--- src/rtl/scoreboard_pkg.sv ---
// Shared scoreboard definitions: seven-segment patterns, digit-select encodings
// and the per-cycle button event type.
package scoreboard_pkg;

    typedef logic [3:0] bcd_t;
    typedef logic [6:0] seg_t;
    typedef logic [1:0] dig_sel_t;

    // Segment order is {a, b, c, d, e, f, g}, active-high.
    localparam seg_t SEG_0     = 7'b1111110;
    localparam seg_t SEG_1     = 7'b0110000;
    localparam seg_t SEG_2     = 7'b1101101;
    localparam seg_t SEG_3     = 7'b1111001;
    localparam seg_t SEG_4     = 7'b0110011;
    localparam seg_t SEG_5     = 7'b1011011;
    localparam seg_t SEG_6     = 7'b1011111;
    localparam seg_t SEG_7     = 7'b1110000;
    localparam seg_t SEG_8     = 7'b1111111;
    localparam seg_t SEG_9     = 7'b1111011;
    localparam seg_t SEG_BLANK = 7'b0000000;

    localparam dig_sel_t DIG_ONES = 2'b01;
    localparam dig_sel_t DIG_TENS = 2'b10;

    typedef enum logic [1:0] {
        EvNone,
        EvUp,
        EvDown
    } evt_e;

    function automatic seg_t bcd_pattern(input bcd_t digit);
        seg_t pat;
        case (digit)
            4'd0:    pat = SEG_0;
            4'd1:    pat = SEG_1;
            4'd2:    pat = SEG_2;
            4'd3:    pat = SEG_3;
            4'd4:    pat = SEG_4;
            4'd5:    pat = SEG_5;
            4'd6:    pat = SEG_6;
            4'd7:    pat = SEG_7;
            4'd8:    pat = SEG_8;
            4'd9:    pat = SEG_9;
            default: pat = SEG_BLANK;
        endcase
        return pat;
    endfunction

    // Simultaneous up and down requests cancel each other out.
    function automatic evt_e resolve_evt(input logic up_evt, input logic down_evt);
        evt_e evt;
        if (up_evt && !down_evt) begin
            evt = EvUp;
        end else if (down_evt && !up_evt) begin
            evt = EvDown;
        end else begin
            evt = EvNone;
        end
        return evt;
    endfunction

endpackage

--- src/rtl/bcd_to_7seg.sv ---
// Combinational BCD digit to seven-segment pattern decoder with blanking.
module bcd_to_7seg
    import scoreboard_pkg::*;
(
    input  logic [3:0] bcd,
    input  logic       blank,
    output logic [6:0] seg
);

    always_comb begin
        seg = SEG_BLANK;
        if (!blank) begin
            seg = bcd_pattern(bcd);
        end
    end

endmodule

--- src/rtl/score_counter.sv ---
// Two-digit BCD score register with edge-detected up/down requests, limit or
// wrap handling, and a time-multiplexed two-digit seven-segment display.
module score_counter
    import scoreboard_pkg::*;
#(
    parameter int unsigned MAX_SCORE  = 99,
    parameter int unsigned WRAP       = 0,
    parameter int unsigned MUX_PERIOD = 5
) (
    input  logic       clk_1khz,
    input  logic       rst_i,
    input  logic       count_up,
    input  logic       count_down,
    output logic [3:0] score_tens_o,
    output logic [3:0] score_ones_o,
    output logic [6:0] seg_o,
    output logic [1:0] digit_sel_o,
    output logic       changed_o
);

    localparam bcd_t MAX_TENS = 4'(MAX_SCORE / 10);
    localparam bcd_t MAX_ONES = 4'(MAX_SCORE % 10);

    localparam int unsigned CNT_W = (MUX_PERIOD > 1) ? $clog2(MUX_PERIOD) : 1;
    localparam logic [CNT_W-1:0] MUX_LAST = CNT_W'(MUX_PERIOD - 1);

    logic up_q, down_q;
    bcd_t tens_q, tens_d;
    bcd_t ones_q, ones_d;
    logic changed_q, changed_d;
    logic [CNT_W-1:0] mux_cnt_q, mux_cnt_d;
    dig_sel_t sel_q, sel_d;

    logic up_evt, down_evt;
    logic at_max, at_zero;
    evt_e evt;

    logic disp_tens;
    bcd_t disp_digit;
    logic disp_blank;

    always_ff @(posedge clk_1khz) begin
        if (!rst_i) begin
            up_q      <= 1'b0;
            down_q    <= 1'b0;
            tens_q    <= 4'd0;
            ones_q    <= 4'd0;
            changed_q <= 1'b0;
            mux_cnt_q <= '0;
            sel_q     <= DIG_ONES;
        end else begin
            up_q      <= count_up;
            down_q    <= count_down;
            tens_q    <= tens_d;
            ones_q    <= ones_d;
            changed_q <= changed_d;
            mux_cnt_q <= mux_cnt_d;
            sel_q     <= sel_d;
        end
    end

    assign up_evt   = count_up & ~up_q;
    assign down_evt = count_down & ~down_q;
    assign at_max   = (tens_q == MAX_TENS) && (ones_q == MAX_ONES);
    assign at_zero  = (tens_q == 4'd0) && (ones_q == 4'd0);

    always_comb begin
        evt       = resolve_evt(up_evt, down_evt);
        tens_d    = tens_q;
        ones_d    = ones_q;
        changed_d = 1'b0;
        unique case (evt)
            EvUp: begin
                if (at_max) begin
                    if (WRAP != 0) begin
                        tens_d    = 4'd0;
                        ones_d    = 4'd0;
                        changed_d = 1'b1;
                    end
                end else begin
                    changed_d = 1'b1;
                    if (ones_q == 4'd9) begin
                        ones_d = 4'd0;
                        tens_d = tens_q + 4'd1;
                    end else begin
                        ones_d = ones_q + 4'd1;
                    end
                end
            end
            EvDown: begin
                if (at_zero) begin
                    if (WRAP != 0) begin
                        tens_d    = MAX_TENS;
                        ones_d    = MAX_ONES;
                        changed_d = 1'b1;
                    end
                end else begin
                    changed_d = 1'b1;
                    if (ones_q == 4'd0) begin
                        ones_d = 4'd9;
                        tens_d = tens_q - 4'd1;
                    end else begin
                        ones_d = ones_q - 4'd1;
                    end
                end
            end
            default: begin
            end
        endcase
    end

    always_comb begin
        mux_cnt_d = mux_cnt_q + 1'b1;
        sel_d     = sel_q;
        if (mux_cnt_q == MUX_LAST) begin
            mux_cnt_d = '0;
            sel_d     = (sel_q == DIG_ONES) ? DIG_TENS : DIG_ONES;
        end
    end

    // Leading-zero blanking applies only to the tens position.
    always_comb begin
        disp_tens  = (sel_q == DIG_TENS);
        disp_digit = disp_tens ? tens_q : ones_q;
        disp_blank = disp_tens && (tens_q == 4'd0);
    end

    bcd_to_7seg u_seg (
        .bcd  (disp_digit),
        .blank(disp_blank),
        .seg  (seg_o)
    );

    assign score_tens_o = tens_q;
    assign score_ones_o = ones_q;
    assign digit_sel_o  = sel_q;
    assign changed_o    = changed_q;

endmodule
--- config.mk ---
export PLATFORM = sky130hd
export DESIGN_NAME = score_counter
export DESIGN_NICKNAME = d
export VERILOG_FILES = /design/src/rtl/scoreboard_pkg.sv /design/src/rtl/bcd_to_7seg.sv /design/src/rtl/score_counter.sv
export SDC_FILE = /design/constraint.sdc
export NUM_CORES = 1
export LEC_CHECK = 0
export BUFFER_PORTS_ARGS = -buffer_cell sky130_fd_sc_hd__buf_4
export CORE_MARGIN = 10
export CORE_UTILIZATION = 49
export DETAILED_ROUTE_END_ITERATION = 12
export GPL_TIMING_DRIVEN = 0
export PLACE_DENSITY = 0.75
export SLEW_MARGIN = 20
export SYNTH_ARGS = -nofsm -noshare
export SYNTH_HDL_FRONTEND = slang
export SYNTH_SLANG_ARGS = --single-unit
--- constraint.sdc ---
create_clock -name clk_1khz -period 2.8 [get_ports clk_1khz]
set_clock_uncertainty 0.2 [all_clocks]
set_input_delay 0.7 -clock clk_1khz [delete_from_list [all_inputs] [get_ports clk_1khz]]
set_output_delay 0.7 -clock clk_1khz [all_outputs]
set_load 0.005 [all_outputs]
### Yosys cells after proc, flatten, opt, wreduce, memory -nomap -nowiden

Memories as Yosys holds them, arrays and structs flattened.
Index checks and enable logic that the tools add are counted.

* flip-flop bits (word level): 16
* word-level logic and storage cells: 60
* ROM bits: 112
* output and inout port bits: 18
* input bits: 4
* memories kept: 1

* $add $sub $neg: 5
* mux-type cells: 18
* bitwise gates (word level): 5
* equal/unequal tests: 11
* reductions and logical operators: 13

Memories
* (no name shown): words 16, bits a word 7, rd ports 1, clocked after Yosys merged registers in 0, write ports 0, line scoreboard_pkg.sv:33 `case (digit)`

Operators by type and width (number)
* two-way mux 4 bit: 9
* one-hot mux 4 bit (2 select lines): 2
* adder 4 x 1 -> 4 bit, second input constant: 2
* == test 4 bit, second input constant: 2
* zero test 4 bit: 2
* inequality test 2 bit, second input constant: 4
* subtractor 4 x 1 -> 4 bit, second input constant: 2
* two-way mux 7 bit: 1
* two-way mux 2 bit: 3
* logical AND 1 bit: 5
* AND reduction 5 bit: 1
* == test 2 x 1 -> 1 bit, second input constant: 2
* == test 2 bit, second input constant: 2
* adder 3 x 1 -> 3 bit, second input constant: 1
* == test 3 bit, second input constant: 1
* NOT 1 bit: 3
* AND reduction 3 bit: 1
* bitwise AND 1 bit: 2
* zero test 1 bit: 2
* two-way mux 1 bit: 2
* one-hot mux 1 bit (2 select lines): 1
* nonzero test 2 bit: 1
* OR reduction 2 bit: 1

### Logic depth before layout (Yosys ltp)

* word-level depth: 9
* gate-level depth with buffers: 10
* depth with buffers taken out: 9

### By module

A second synthesis with hierarchy kept.

* cell total of the unflattened synthesis: 154
* area, all modules: 1280.0 um2

By module, submodules not included
* score_counter: times used 1, seq. area each 320.3 um2, area an instance 1047.3 um2, cells an instance 123
* bcd_to_7seg: times used 1, seq. area each 0.0 um2, area an instance 232.7 um2, cells an instance 31

### Least setup slack after synthesis

No wires, ideal clock.

* path type: reg-to-output
* start point: reg sel_q[1], in the netlist digit_sel_o[1]
* end point: out seg_o[2]
* stages on the path, launching flop included: 9
* required time: 1900 ps
* arrival: 1867 ps
* path buffers: 1
* setup slack: 33 ps
* cells stage by stage: dfxtp_1 nor2b_1 buf_2 mux2i_1 inv_1 ha_1 mux2_2 a22oi_1 a21oi_1

* cells in the longest elaborated chain, start to end: 4
* elaborated cells between the ends (all ways): 5
* those cells by class: eq/ne (1); mux (2); reduce/logical (1); memory (1)

RTL lines
* start: declaration: line score_counter.sv:32 `dig_sel_t sel_q, sel_d;`
* start signal: assignment: line score_counter.sv:58 `sel_q <= sel_d;`
* == test 2 bit (*): line score_counter.sv:123 `disp_tens = (sel_q == DIG_TENS);`
* two-way mux 4 bit: line score_counter.sv:124 `disp_digit = disp_tens ? tens_q : ones_q;`
* memory read (16 x 7 bit)
* two-way mux 7 bit (*): line bcd_to_7seg.sv:12 `if (!blank) begin`
* end: declaration: line score_counter.sv:16 `output logic [6:0] seg_o,`

Mark *: on every way between the ends. The rest lies on a longest branch, timed or not.

### Final worst setup path

Ends and elaborated chain as after synthesis.

==> flow_summary.yaml <==
status:
  run_status: "complete, but fails checks"
  violations: "negative setup slack"
synth:
  synthesis.instances: 140
  biggest_area_contributors_in_the_synthesized_netlist: "sky130_fd_sc_hd__dfxtp_1 26%, sky130_fd_sc_hd__ha_1 11%, sky130_fd_sc_hd__mux2i_1 6.6%"
  synth_largest_area_cell: "sky130_fd_sc_hd__dfxtp_1"
  synthesis.area_per_instance_sq_um: 8.65
  muxShareOfSynthArea_pct: 8.47
  mapped_nets: 155
  synth_enable_flop_cells: 0
  yosys.area_share.simple_pct: 19.8
  synth_warnings: 0
  compound_gate_fraction_of_synth_area_pct: 19.7
  synth-xor-area-share_pct: 5.06
  synth-async-reset-ratio_pct: 0
  most_used_flip_flop_cell_after_synthesis: "sky130_fd_sc_hd__dfxtp_1"
  synthDistinctLibCells: 45
  netlist.area_leader.share_pct: 26.4
  post_synthesis_register_bit_count: 16
  synth_area_in_adders_pct: 11.4
  synth_top_family_by_area: "simple AND/OR/NAND/NOR gates"
  syn-cell-area_sq_um: 1210
  ys_seq_area_share_pct: 26.4
worst_setup_path:
  crit_path_top_delay_cell: "sky130_fd_sc_hd__dfxtp_2"
  critical_path_maximum_fanout: 5
  crit_path_end_kind: "output port"
  worst_ep_required_time_ns: 1.90
  crit_chain: "nor2b_4 > buf_8 > mux2i_4 > inv_2 > ha_4 > mux2_4 > a22oi_2 > a21oi_2 > buf_4"
  worst_setup_path_start_kind: "flip-flop"
  worst-endpoint-arrival_ns: 2.07
  worst-r2r-cell-count: 10
  crit_path_class: "flip-flop to output port"
  cp_slowest_stage_delay_ns: 0.34
pwr:
  leakage_uw: 0.000722
  power.share.combinational_pct: 48.0
  power.clock.fraction_pct: 16.1
  total_power_uw: 765
  share_seq_of_total_power_pct: 35.9
  switchingPower_uw: 287
  power_switching_share_pct: 37.6
  cellPowerDensity_nw_per_um2: 481
  internal_power_consumption_uw: 478
  max-vdd-ir-drop_mv: 0.446
final_layout:
  antenna_cells_inserted: 0
  finish.utilization_pct: 69.9
  stdcell_count: 202
  area_growth_pct: 31.4
  final_net_count: 191
  layout-drive-gt1-share_pct: 36.8
  layout_filler_cell_count: 168
clock_network:
  hold_buffers: 0
  clk_root_buffer_cell: "sky130_fd_sc_hd__clkbuf_4"
  clock_net_sink_count: 16
  maximum_buffer_depth_of_the_clock_tree: 2
  clkSlewWorstSetupHoldPaths_ns: 0.09
  cts_htree_levels: 1
  clock_tree_from_tritoncts: "yes"
  clk-insertion-delay-late_ns: 0.29
  numCtsBuffers: 3
drt:
  drtPass1Iterations: 4
  route.detailed.vias_per_inst: 5.79
  remaining_drc_errors: 0
  drt.antenna.violating_nets: 0
  detail_route.wl_per_cell_um: 15.8
  drtIter0Drc: 56
  route.vias.total: 1169
  drt_total_wl_mm: 3.20
sta:
  finalHoldViolCount: 0
  worst_slew_margin_rel_pct: 65.2
  setup_repair_after_global_routing_missed_its_margin: "true"
  tightestPinTransition_ns: 0.518
  period_share_pct: 106
  worst_slack_ns: -0.170
  finalWorstPathRequiredPeriod_ns: 2.97
  finalHoldWorstSlack_ns: 0.359
  timing.final.max_slew_violations: 0
  final-setup-viol-count: 6
  max_freq_mhz: 337
floorplan:
  die-area_sq_um: 4860
  chipWidth_um: 69.7
  core_area_sq_um: 2280
  initial_core_util_pct: 53.2
  row_count: 17
  io-pin-count: 22
  die_height_um: 69.7
global_route:
  global_route_wire_length_before_repair_mm: 5.34
  grt_max_degree: 11
  grt_pass1_vias: 1133
  antenna_found_initial: 0
  globalRoute.totalOverflow: 0
  total_routing_usage_reported_by_global_routing_pct: 12.8
placement:
  post-place-cells: 189
  gp_congestion: 0.751
  dpl_worst_slack_ns: -0.389
  port_buffers: 21
  place_hpwl_mm: 2.04
min_path:
  min_delay_path_depth: 2
  holdCritPathClass: "flip-flop to flip-flop"
flow_run:
  max-cap-violations: 0
-- cell families after synthesis --
logic type	after synthesis
AND/OR/NAND/NOR	43
AO/OA/AOI/OAI	35
buffers and inverters	18
flip-flops	16
adder cells (fa/ha/maj)	11
multiplexers	10
XOR/XNOR	7
-- worst paths after layout --
kind / end / startpoint / slack [ns]
worst max register to register: score_tens_o[2]$_SDFFE_PN0P_ / up_q$_SDFF_PN0_ / 0.52
worst min register to register: mux_cnt_q[0]$_SDFF_PP0_ / mux_cnt_q[0]$_SDFF_PP0_ / 0.36
worst min-delay path: mux_cnt_q[0]$_SDFF_PP0_ / mux_cnt_q[0]$_SDFF_PP0_ / 0.36
worst max-delay path: seg_o[2] / digit_sel_o[1]$_SDFFE_PN0P_ / -0.17
-- repair_timing --
item,CTS,global route
setup buffers,5,5
pin swaps,4,1
cloned,0,0
setup endpoints to repair,7,7
gates resized for setup,22,2
-- layout by cell type (no fill, tap or decap), drive strengths merged, types with 3 or more instances in the layout --
master	Yosys	layout
o21ai	6	6
ha	11	11
dfxtp	16	16
a31oi	3	3
a21oi	10	10
clkbuf	0	3
inv	9	9
nor2	12	12
xor2	6	6
mux2i	8	8
nand2	11	11
buf	8	39
-- synth_stat cells, drive strengths merged (2+ instances only) --
master,n
xor2,6
inv,9
a22oi,2
o21ai,6
a21oi,10
and2,2
a211oi,2
buf,8
dfxtp,16
nor4,2
mux2,2
nand2b,2
mux2i,8
nor2b,2
nand3b,2
nand2,11
a31oi,3
and3,2
a21o,2
o211ai,2
ha,11
nor2,12
-- power groups by stage --
stage | clock, uW | sequential (uW) | combinational (uW)
final | 123 | 275 | 367
after global routing | 132 | 278 | 399
after CTS | 123 | 274 | 346
after detailed placement | 0 | 277 | 315
after global placement | 0 | 275 | 303
after floorplan | 0 | 274 | 207
-- layout make-up --
cell class | count | area (sq um) | share of cell area (%)
Buffer | 8 | 83.8 | 5.27
Clock buffer | 3 | 22.5 | 1.42
Inverter | 10 | 37.5 | 2.36
Multi-Input combinational cell | 106 | 857 | 53.9
Sequential cell | 16 | 323 | 20.3
Tap cell | 28 | 35.0 | 2.20
Timing Repair Buffer | 31 | 233 | 14.6
-- per-stage QoR --
| stage | instance area (sq um) | TNS [ns] |
|---|---|---|
| 5_1_grt | 1590 | -1.10 |
| 2_1_floorplan | 1210 | 0 |
| 3_3_place_gp | 1400 | -0.531 |
| 4_1_cts | 1550 | -0.229 |
| 3_5_place_dp | 1400 | -1.11 |
| 6_report | 1590 | -0.448 |
-- metal layers --
metal  vias to the layer above  routed length, um  part of all wire, %  GRT usage [%]
li1                        569                  -                    -              -
met1                       555               1440                   45           14.5
met2                        41               1510                   47           21.5
met3                         4                201                  6.3           4.28
met4                         0                 51                  1.6           5.00
met5                         -                  0                    0              0
-- state kept, by name, indices dropped and copies added (netlist names) --
signal / count
score_ones_o: 4
digit_sel_o: 2
changed_o: 1
mux_cnt_q: 3
up_q: 1
score_tens_o: 4
down_q: 1
-- worst max-delay path, delay by kind of cell (launching register included) --
kind / cells / cell delay (ns)
DFF: 1 / 0.34
adders and majority gates: 1 / 0.16
buffers and inverters: 3 / 0.38
and+or+nand+nor: 1 / 0.14
AOI/OAI and AO/OA: 2 / 0.24
muxes: 2 / 0.53
Note: power is estimated with default switching activity, not from simulation.
